`src/rtl/decode_queue_pkg.sv`:
```
// Shared types for the decode queue: operation codes, RV32 major opcodes and the
// decoded bundle handed to issue.
package decode_queue_pkg;

    localparam int unsigned OP_LEN = 6;

    // OpWow marks an unsupported encoding; it is also the reset value of dec_op.
    typedef enum logic [OP_LEN-1:0] {
        OpWow,
        OpLui, OpAuipc, OpJal, OpJalr,
        OpBeq, OpBne, OpBlt, OpBge, OpBltu, OpBgeu,
        OpLb, OpLh, OpLw, OpLbu, OpLhu,
        OpSb, OpSh, OpSw,
        OpAddi, OpSlti, OpSltiu, OpXori, OpOri, OpAndi, OpSlli, OpSrli, OpSrai,
        OpAdd, OpSub, OpSll, OpSlt, OpSltu, OpXor, OpSrl, OpSra, OpOr, OpAnd,
        OpMul, OpMulh, OpMulhsu, OpMulhu, OpDiv, OpDivu, OpRem, OpRemu
    } op_e;

    localparam logic [6:0] OpcLui    = 7'b0110111;
    localparam logic [6:0] OpcAuipc  = 7'b0010111;
    localparam logic [6:0] OpcJal    = 7'b1101111;
    localparam logic [6:0] OpcJalr   = 7'b1100111;
    localparam logic [6:0] OpcBranch = 7'b1100011;
    localparam logic [6:0] OpcLoad   = 7'b0000011;
    localparam logic [6:0] OpcStore  = 7'b0100011;
    localparam logic [6:0] OpcOpImm  = 7'b0010011;
    localparam logic [6:0] OpcOp     = 7'b0110011;

    localparam logic [6:0] F7Base   = 7'b0000000;
    localparam logic [6:0] F7Alt    = 7'b0100000;
    localparam logic [6:0] F7MulDiv = 7'b0000001;

    typedef struct packed {
        op_e         op;
        logic [4:0]  rd;
        logic        rd_we;
        logic [4:0]  rs1;
        logic [4:0]  rs2;
        logic        rs1_used;
        logic        rs2_used;
        logic [31:0] imm;
        logic [31:0] pc;
        logic        illegal;
    } dec_bundle_t;

    function automatic dec_bundle_t reset_bundle();
        dec_bundle_t b;
        b          = '0;
        b.op       = OpWow;
        return b;
    endfunction

endpackage

```
`src/rtl/decode_queue_ins_decoder.sv`:
```
// Combinational RV32I (+ optional RV32M) decoder: instruction word and PC to a
// decoded bundle. Illegal encodings produce OpWow with all use/write flags cleared.
module decode_queue_ins_decoder import decode_queue_pkg::*; #(
    parameter bit ENABLE_M = 1'b0
) (
    input  logic [31:0] ins,
    input  logic [31:0] pc,
    output dec_bundle_t bundle
);

    logic [6:0]  opcode;
    logic [6:0]  funct7;
    logic [2:0]  funct3;
    logic [31:0] i_imm, s_imm, b_imm, u_imm, j_imm;
    op_e         op;
    logic [31:0] imm;
    logic        writes, rs1_read, rs2_read, illegal;

    assign opcode = ins[6:0];
    assign funct3 = ins[14:12];
    assign funct7 = ins[31:25];
    assign i_imm  = {{20{ins[31]}}, ins[31:20]};
    assign s_imm  = {{20{ins[31]}}, ins[31:25], ins[11:7]};
    assign b_imm  = {{19{ins[31]}}, ins[31], ins[7], ins[30:25], ins[11:8], 1'b0};
    assign u_imm  = {ins[31:12], 12'h000};
    assign j_imm  = {{11{ins[31]}}, ins[31], ins[19:12], ins[20], ins[30:21], 1'b0};

    always_comb begin
        op       = OpWow;
        imm      = '0;
        writes   = 1'b0;
        rs1_read = 1'b0;
        rs2_read = 1'b0;
        case (opcode)
            OpcLui:   begin op = OpLui;   imm = u_imm; writes = 1'b1; end
            OpcAuipc: begin op = OpAuipc; imm = u_imm; writes = 1'b1; end
            OpcJal:   begin op = OpJal;   imm = j_imm; writes = 1'b1; end
            OpcJalr: begin
                op = OpJalr; imm = i_imm; writes = 1'b1; rs1_read = 1'b1;
            end
            OpcBranch: begin
                imm = b_imm; rs1_read = 1'b1; rs2_read = 1'b1;
                case (funct3)
                    3'b000:  op = OpBeq;
                    3'b001:  op = OpBne;
                    3'b100:  op = OpBlt;
                    3'b101:  op = OpBge;
                    3'b110:  op = OpBltu;
                    3'b111:  op = OpBgeu;
                    default: op = OpWow;
                endcase
            end
            OpcLoad: begin
                imm = i_imm; writes = 1'b1; rs1_read = 1'b1;
                case (funct3)
                    3'b000:  op = OpLb;
                    3'b001:  op = OpLh;
                    3'b010:  op = OpLw;
                    3'b100:  op = OpLbu;
                    3'b101:  op = OpLhu;
                    default: op = OpWow;
                endcase
            end
            OpcStore: begin
                imm = s_imm; rs1_read = 1'b1; rs2_read = 1'b1;
                case (funct3)
                    3'b000:  op = OpSb;
                    3'b001:  op = OpSh;
                    3'b010:  op = OpSw;
                    default: op = OpWow;
                endcase
            end
            OpcOpImm: begin
                imm = i_imm; writes = 1'b1; rs1_read = 1'b1;
                case (funct3)
                    3'b000: op = OpAddi;
                    3'b010: op = OpSlti;
                    3'b011: op = OpSltiu;
                    3'b100: op = OpXori;
                    3'b110: op = OpOri;
                    3'b111: op = OpAndi;
                    3'b001: op = (funct7 == F7Base) ? OpSlli : OpWow;
                    default: begin
                        if (funct7 == F7Base)     op = OpSrli;
                        else if (funct7 == F7Alt) op = OpSrai;
                        else                      op = OpWow;
                    end
                endcase
            end
            OpcOp: begin
                writes = 1'b1; rs1_read = 1'b1; rs2_read = 1'b1;
                case (funct7)
                    F7Base: begin
                        case (funct3)
                            3'b000: op = OpAdd;
                            3'b001: op = OpSll;
                            3'b010: op = OpSlt;
                            3'b011: op = OpSltu;
                            3'b100: op = OpXor;
                            3'b101: op = OpSrl;
                            3'b110: op = OpOr;
                            default: op = OpAnd;
                        endcase
                    end
                    F7Alt: begin
                        if (funct3 == 3'b000)      op = OpSub;
                        else if (funct3 == 3'b101) op = OpSra;
                        else                       op = OpWow;
                    end
                    F7MulDiv: begin
                        if (ENABLE_M) begin
                            case (funct3)
                                3'b000: op = OpMul;
                                3'b001: op = OpMulh;
                                3'b010: op = OpMulhsu;
                                3'b011: op = OpMulhu;
                                3'b100: op = OpDiv;
                                3'b101: op = OpDivu;
                                3'b110: op = OpRem;
                                default: op = OpRemu;
                            endcase
                        end
                    end
                    default: op = OpWow;
                endcase
            end
            default: op = OpWow;
        endcase
    end

    assign illegal = (op == OpWow) || (ins[1:0] != 2'b11);

    always_comb begin
        bundle          = '0;
        bundle.op       = illegal ? OpWow : op;
        bundle.rd       = ins[11:7];
        bundle.rd_we    = writes && !illegal && (ins[11:7] != 5'd0);
        bundle.rs1      = ins[19:15];
        bundle.rs2      = ins[24:20];
        bundle.rs1_used = rs1_read && !illegal;
        bundle.rs2_used = rs2_read && !illegal;
        bundle.imm      = illegal ? 32'h0 : imm;
        bundle.pc       = pc;
        bundle.illegal  = illegal;
    end

endmodule

```
`src/rtl/decode_queue.sv`:
```
// Buffered decode stage: fetch writes a FIFO, the head entry is decoded into a
// registered bundle and handed to issue over valid/ready. Flush empties everything.
module decode_queue import decode_queue_pkg::*; #(
    parameter int unsigned IQ_DEPTH = 8,
    parameter bit          ENABLE_M = 1'b0
) (
    input  logic        clk_in,
    input  logic        rst_in,
    input  logic        flush_in,
    input  logic        if_valid,
    input  logic [31:0] if_ins,
    input  logic [31:0] if_pc,
    output logic        if_ready,
    output logic        dec_valid,
    input  logic        dec_ready,
    output op_e         dec_op,
    output logic [4:0]  dec_rd,
    output logic        dec_rd_we,
    output logic [4:0]  dec_rs1,
    output logic [4:0]  dec_rs2,
    output logic        dec_rs1_used,
    output logic        dec_rs2_used,
    output logic [31:0] dec_imm,
    output logic [31:0] dec_pc,
    output logic        dec_illegal
);

    localparam int unsigned PtrW = $clog2(IQ_DEPTH);
    localparam int unsigned CntW = PtrW + 1;

    logic [31:0]     ins_mem [IQ_DEPTH];
    logic [31:0]     pc_mem  [IQ_DEPTH];
    logic [PtrW-1:0] head_q, head_d, tail_q, tail_d;
    logic [CntW-1:0] count_q, count_d;
    logic            valid_q, valid_d;
    dec_bundle_t     bundle_q, bundle_d, head_bundle;
    logic            enq, load, deq;

    // if_ready looks at count only; a same-cycle dequeue does not free a slot early.
    assign if_ready = (count_q != CntW'(IQ_DEPTH));
    assign enq      = if_valid && if_ready && !flush_in;
    assign load     = (!valid_q || dec_ready) && !flush_in;
    assign deq      = load && (count_q != '0);

    decode_queue_ins_decoder #(
        .ENABLE_M (ENABLE_M)
    ) u_ins_decoder (
        .ins    (ins_mem[head_q]),
        .pc     (pc_mem[head_q]),
        .bundle (head_bundle)
    );

    always_comb begin
        head_d   = head_q;
        tail_d   = tail_q;
        count_d  = count_q;
        valid_d  = valid_q;
        bundle_d = bundle_q;
        if (flush_in) begin
            head_d  = '0;
            tail_d  = '0;
            count_d = '0;
            valid_d = 1'b0;
        end else begin
            if (enq) tail_d = tail_q + PtrW'(1);
            if (deq) begin
                head_d   = head_q + PtrW'(1);
                bundle_d = head_bundle;
                valid_d  = 1'b1;
            end else if (load) begin
                valid_d = 1'b0;
            end
            if (enq && !deq)      count_d = count_q + CntW'(1);
            else if (!enq && deq) count_d = count_q - CntW'(1);
        end
    end

    always_ff @(posedge clk_in or negedge rst_in) begin
        if (!rst_in) begin
            head_q   <= '0;
            tail_q   <= '0;
            count_q  <= '0;
            valid_q  <= 1'b0;
            bundle_q <= reset_bundle();
        end else begin
            head_q   <= head_d;
            tail_q   <= tail_d;
            count_q  <= count_d;
            valid_q  <= valid_d;
            bundle_q <= bundle_d;
        end
    end

    always_ff @(posedge clk_in) begin
        if (enq) begin
            ins_mem[tail_q] <= if_ins;
            pc_mem[tail_q]  <= if_pc;
        end
    end

    assign dec_valid    = valid_q;
    assign dec_op       = bundle_q.op;
    assign dec_rd       = bundle_q.rd;
    assign dec_rd_we    = bundle_q.rd_we;
    assign dec_rs1      = bundle_q.rs1;
    assign dec_rs2      = bundle_q.rs2;
    assign dec_rs1_used = bundle_q.rs1_used;
    assign dec_rs2_used = bundle_q.rs2_used;
    assign dec_imm      = bundle_q.imm;
    assign dec_pc       = bundle_q.pc;
    assign dec_illegal  = bundle_q.illegal;

endmodule

```
`config.mk`:
```
export PLATFORM = sky130hd
export DESIGN_NAME = decode_queue
export DESIGN_NICKNAME = d
export VERILOG_FILES = /design/src/rtl/decode_queue_pkg.sv /design/src/rtl/decode_queue_ins_decoder.sv /design/src/rtl/decode_queue.sv
export SDC_FILE = /design/constraint.sdc
export NUM_CORES = 1
export LEC_CHECK = 0
export ABC_CLOCK_PERIOD_IN_PS = 7100
export CAP_MARGIN = 20
export CORE_ASPECT_RATIO = 1.25
export CORE_UTILIZATION = 45
export DETAILED_ROUTE_END_ITERATION = 7
export SLEW_MARGIN = 20
export SYNTH_ARGS = -nofsm -noshare
export SYNTH_HDL_FRONTEND = slang
export SYNTH_SLANG_ARGS = --single-unit
```
`constraint.sdc`:
```
create_clock -name clk_in -period 7.1 [get_ports clk_in]
set_clock_uncertainty 0.2 [all_clocks]
set_input_delay 1.065 -clock clk_in [delete_from_list [all_inputs] [get_ports clk_in]]
set_output_delay 1.065 -clock clk_in [all_outputs]
set_load 0.01 [all_outputs]
```
==> impl_table.tex <==
\begin{tabular}{lr}
\hline
Metric & Value \\
\hline
\multicolumn{2}{l}{\textbf{STA}} \\
\quad Final max-slew violation count & 0 \\
\quad Slew at the pin with the worst max-slew slack & between 900 and 1000 ps \\
\quad Period minus WS final & a little under 5000 ps \\
\quad Setup repair after global routing missed its margin & no \\
\quad Hold Vio Cnt, Final & 0 \\
\quad Setup violation total in the final timing report & 0 \\
\quad Max Clk Rate & 202 MHz \\
\quad Headroom to the max-slew limit & 0.325 \\
\quad Tcrit/Tclk final & 0.696 \\
\quad TNS Setup & 0 ps \\
\quad Minimum hold slack & $\sim$270 ps \\
\multicolumn{2}{l}{\textbf{CTS}} \\
\quad Quantity of gates resized following cts & 0 \\
\quad Buffers inserted during post-CTS setup optimization & 0 \\
\quad Count of H-tree levels built during CTS & 2 \\
\quad Cts bufs inserted & 58 \\
\quad Cell at the root of the clock tree & sky130\_fd\_sc\_hd\_\_clkbuf\_16 \\
\quad Post-CTS Hold Buffers & 0 \\
\quad Clk\_lat worst skew & between 600 and 700 ps \\
\quad CTS max path bufs & 3 \\
\quad Register clock-pin slew on the reported worst setup and hold paths & roughly 60 ps \\
\quad CTS tree & done \\
\quad Clock sink count & 612 \\
\multicolumn{2}{l}{\textbf{Floorplanning}} \\
\quad Number of I/O pins & 160 \\
\quad Horizontal die dimension & 209 um \\
\quad Die H & about 260 um \\
\quad Die Outline Area & approximately 0.055 mm\^{}2 \\
\quad Core footprint & $\sim$0.053 mm\^{}2 \\
\quad Site Rows & 94 \\
\quad Initial standard-cell utilization of the core & 0.457 \\
\multicolumn{2}{l}{\textbf{Layout}} \\
\quad Most used cells in the layout excluding fill and tap cells & sky130\_fd\_sc\_hd\_\_edfxtp\_1, sky130\_fd\_sc\_hd\_\_clkdlybuf4s50\_1, sky130\_fd\_sc\_hd\_\_nand2\_1 \\
\quad Core occupancy in the finished layout & 0.540 \\
\quad Sequential cell area & around 0.018 mm\^{}2 \\
\quad Area of the multi-input gates & 0.00597 mm\^{}2 \\
\quad Final Net Count & 1550 \\
\quad Antenna diode count & 0 \\
\quad Fill count & roughly 4100 \\
\quad Share of post-route cells with drive strength above 1 & 0.200 \\
\quad Final standard cell count with taps included and fillers excluded & $\sim$2200 \\
\quad Post-synthesis to final-layout area growth & 18.2\% \\
\quad Most common cell after layout, fill and taps aside & sky130\_fd\_sc\_hd\_\_edfxtp\_1 \\
\multicolumn{2}{l}{\textbf{Synth}} \\
\quad Seq cells post-synth & just over 600 \\
\quad Top FF cell, synth & sky130\_fd\_sc\_hd\_\_edfxtp\_1 \\
\quad Share of synthesized registers carrying an async set or reset & 0.163 \\
\quad Synthesized area divided by synthesized cell count & approximately 19 um\^{}2 \\
\quad Yosys warning count & 0 \\
\quad Sequential share of the synthesized area & 0.741 \\
\quad Number of different library cells in the post-synthesis netlist & 68 \\
\quad Count of flip-flops with a built-in enable after synthesis & roughly 510 \\
\quad Mapped Cells & 1297 \\
\quad Total nets after synthesis & approximately 1400 \\
\quad Netlist area before placement & between 0.02 and 0.025 mm\^{}2 \\
\multicolumn{2}{l}{\textbf{Global route}} \\
\quad GRT Overall Usage & 0.199 \\
\quad Wire length of the first global-routing pass & 80600 um \\
\quad Global routing usage on met2 & 0.339 \\
\quad Global routing usage on met1 & 0.261 \\
\quad Global route overflow & 0 \\
\quad Number of global-route vias before repair & $\sim$13000 \\
\quad Number of antenna violations at the first check in global routing & 5 \\
\quad Met3 usage in global routing & 0.0394 \\
\quad GR peak layer & met2 \\
\quad Largest net degree at the start of global routing & 79 \\
\multicolumn{2}{l}{\textbf{Worst setup path}} \\
\quad Worst EP required & approximately 7400 ps \\
\quad Type of the worst setup path & reg2reg \\
\quad Largest fanout of any net on the critical path & 37 \\
\quad Worst R2R Setup Slack & between 2000 and 2500 ps \\
\quad Critical Path AT & between 5000 and 6000 ps \\
\quad Element type at the critical path start & flip-flop \\
\quad Reg-to-Reg Start & head\_q[2] \\
\quad Worst-case reg-to-reg path depth & 11 \\
\quad Type of destination of the critical path & flip-flop \\
\quad Crit Reg-Reg Endpoint & dec\_imm[7] \\
\quad Cell-by-cell listing of the critical path & buf\_4 -> mux4\_2 -> mux2i\_1 -> nand3\_1 -> nor3\_2 -> nand3\_1 -> o211ai\_1 -> nor4b\_1 -> and3b\_1 -> buf\_4 -> o41ai\_1 \\
\quad Biggest cell delay along the critical path & 700 ps \\
\quad Cell with the biggest individual delay on the critical path & sky130\_fd\_sc\_hd\_\_dfrtp\_4 \\
\multicolumn{2}{l}{\textbf{Placed design}} \\
\quad Routability-driven placement congestion ratio & 0.903 \\
\quad Detailed-placement wirelength estimate & about 30000 um \\
\quad Instance count after placement with tap cells included & around 2100 \\
\quad Number of port buffers & roughly 160 \\
\multicolumn{2}{l}{\textbf{Hold path}} \\
\quad Worst-case hold path end point & dec\_rs2[0] \\
\quad Number of instances on the worst hold path & 2 \\
\quad Worst min-delay path startpoint & dec\_rs2[0] \\
\quad Hold/Removal Path Class & reg2reg \\
\multicolumn{2}{l}{\textbf{Power}} \\
\quad Power after layout & 10.0 mW \\
\quad Pwr Density & about 350 mW/mm\^{}2 \\
\quad Leakage power figure & about 9.3 nW \\
\quad Worst-case vdd ir drop & approximately 0.00023 V \\
\multicolumn{2}{l}{\textbf{Drt}} \\
\quad Drt first pass iters & 5 \\
\quad Routed via count & roughly 13000 \\
\quad \# DRC & 0 \\
\quad Total length of routed wires & between 50000 and 60000 um \\
\quad Vias per inst & 5.70 \\
\quad Detail Route Antenna Nets & 0 \\
\quad Post-detailed-route wirelength per cell & 24.1 um \\
\quad Starting DRC count in detailed routing & $\sim$800 \\
\multicolumn{2}{l}{\textbf{Flow run}} \\
\quad Max-Cap Viols & 0 \\
\multicolumn{2}{l}{\textbf{Outcome}} \\
\quad Status & finished, final reports clean \\
\hline
\end{tabular}
[worst max path at each step]
| stage | startpoint | end | slack (ps) |
|---|---|---|---|
| final | head_q[2] | dec_imm[7] | 2160 |
| after global routing | head_q[2] | dec_imm[7] | 1860 |
| after CTS | head_q[0] | dec_illegal | 2240 |
| after detailed placement | head_q[0] | dec_imm[7] | 2290 |
| after global placement | head_q[0] | dec_illegal | 2390 |
| after floorplan | flush_in | ins_mem[0][0] | 310 |
[cell type report]
| class | instances | share of cell area |
|---|---|---|
| Tap cell | 672 | 0.0295 |
| Timing Repair Buffer | 190 | 0.0639 |
| Multi-Input combinational cell | 612 | 0.209 |
| Clock inverter | 37 | 0.0134 |
| Sequential cell | 612 | 0.627 |
| Inverter | 2 | 0.000263 |
| Clock buffer | 73 | 0.0564 |
[through the flow]
stage / setup slack, ps / area [um^2]
3_5_place_dp: 2290 / 26500
6_report: 2160 / 28500
3_3_place_gp: 2390 / 26500
2_1_floorplan: 305 / 24100
5_1_grt: 1860 / 28500
4_1_cts: 2240 / 28500
[state kept, by name, summed over array words and instances (netlist names)]
name,flops
tail_q,3
dec_rd,5
dec_rs2,5
count_q,4
dec_op,6
dec_illegal,1
dec_rd_we,1
pc_mem,256
dec_rs1,5
ins_mem,256
dec_rs1_used,1
dec_rs2_used,1
dec_imm,32
head_q,3
dec_pc,32
dec_valid,1
[synthesized netlist by cell type (5+ instances only)]
library cell	count	area, um^2
sky130_fd_sc_hd__nor2_1	39	146
sky130_fd_sc_hd__nor3_1	15	75.1
sky130_fd_sc_hd__nor2b_1	6	37.5
sky130_fd_sc_hd__o21ai_1	10	50.1
sky130_fd_sc_hd__buf_2	15	75.1
sky130_fd_sc_hd__nor4_1	10	62.6
sky130_fd_sc_hd__buf_1	10	37.5
sky130_fd_sc_hd__mux4_2	122	2750
sky130_fd_sc_hd__mux2i_1	57	571
sky130_fd_sc_hd__a21oi_1	19	95.1
sky130_fd_sc_hd__nand2_1	124	465
sky130_fd_sc_hd__o41ai_1	5	43.8
sky130_fd_sc_hd__o211ai_1	5	37.5
sky130_fd_sc_hd__edfxtp_1	512	15400
sky130_fd_sc_hd__o21ai_0	73	365
sky130_fd_sc_hd__o31ai_2	19	238
sky130_fd_sc_hd__o21ba_2	5	50.1
sky130_fd_sc_hd__nand2b_1	5	31.3
sky130_fd_sc_hd__mux2_2	11	124
sky130_fd_sc_hd__nand3_1	14	70.1
sky130_fd_sc_hd__dfrtp_1	100	2500
sky130_fd_sc_hd__clkbuf_1	39	146
[kinds of logic after synthesis]
logic type               count (synthesis)  synth area share
multiplexers                           195             0.147
buffers and inverters                   73            0.0147
AO/OA/AOI/OAI                          168            0.0473
AND/OR/NAND/NOR                        238            0.0456
flip-flops                             612             0.741
adder cells (fa/ha/maj)                  5           0.00290
XOR/XNOR                                 6           0.00218
[power by group]
part | leakage, nW | internal (mW) | switching (mW)
clock network | 0.984 | 1.86 | 1.31
logic | 2.37 | 1.12 | 1.34
registers | 5.92 | 4.17 | 0.224
total | 9.28 | 7.15 | 2.87
[layer usage]
metal | vias to the layer above | share of wire
li1 | 5575 | -
met1 | 6531 | 0.42
met2 | 319 | 0.50
met3 | 105 | 0.048
met4 | 8 | 0.023
met5 | - | 0.0010
[critical path: cells and delay by family, from the launching register on]
kind | cells | cell delay, ps
compound gates | 2 | 680
simple gates | 5 | 1450
flops | 1 | 700
mux | 2 | 910
buf+inv | 2 | 810
(Power assumes the default switching activity.)
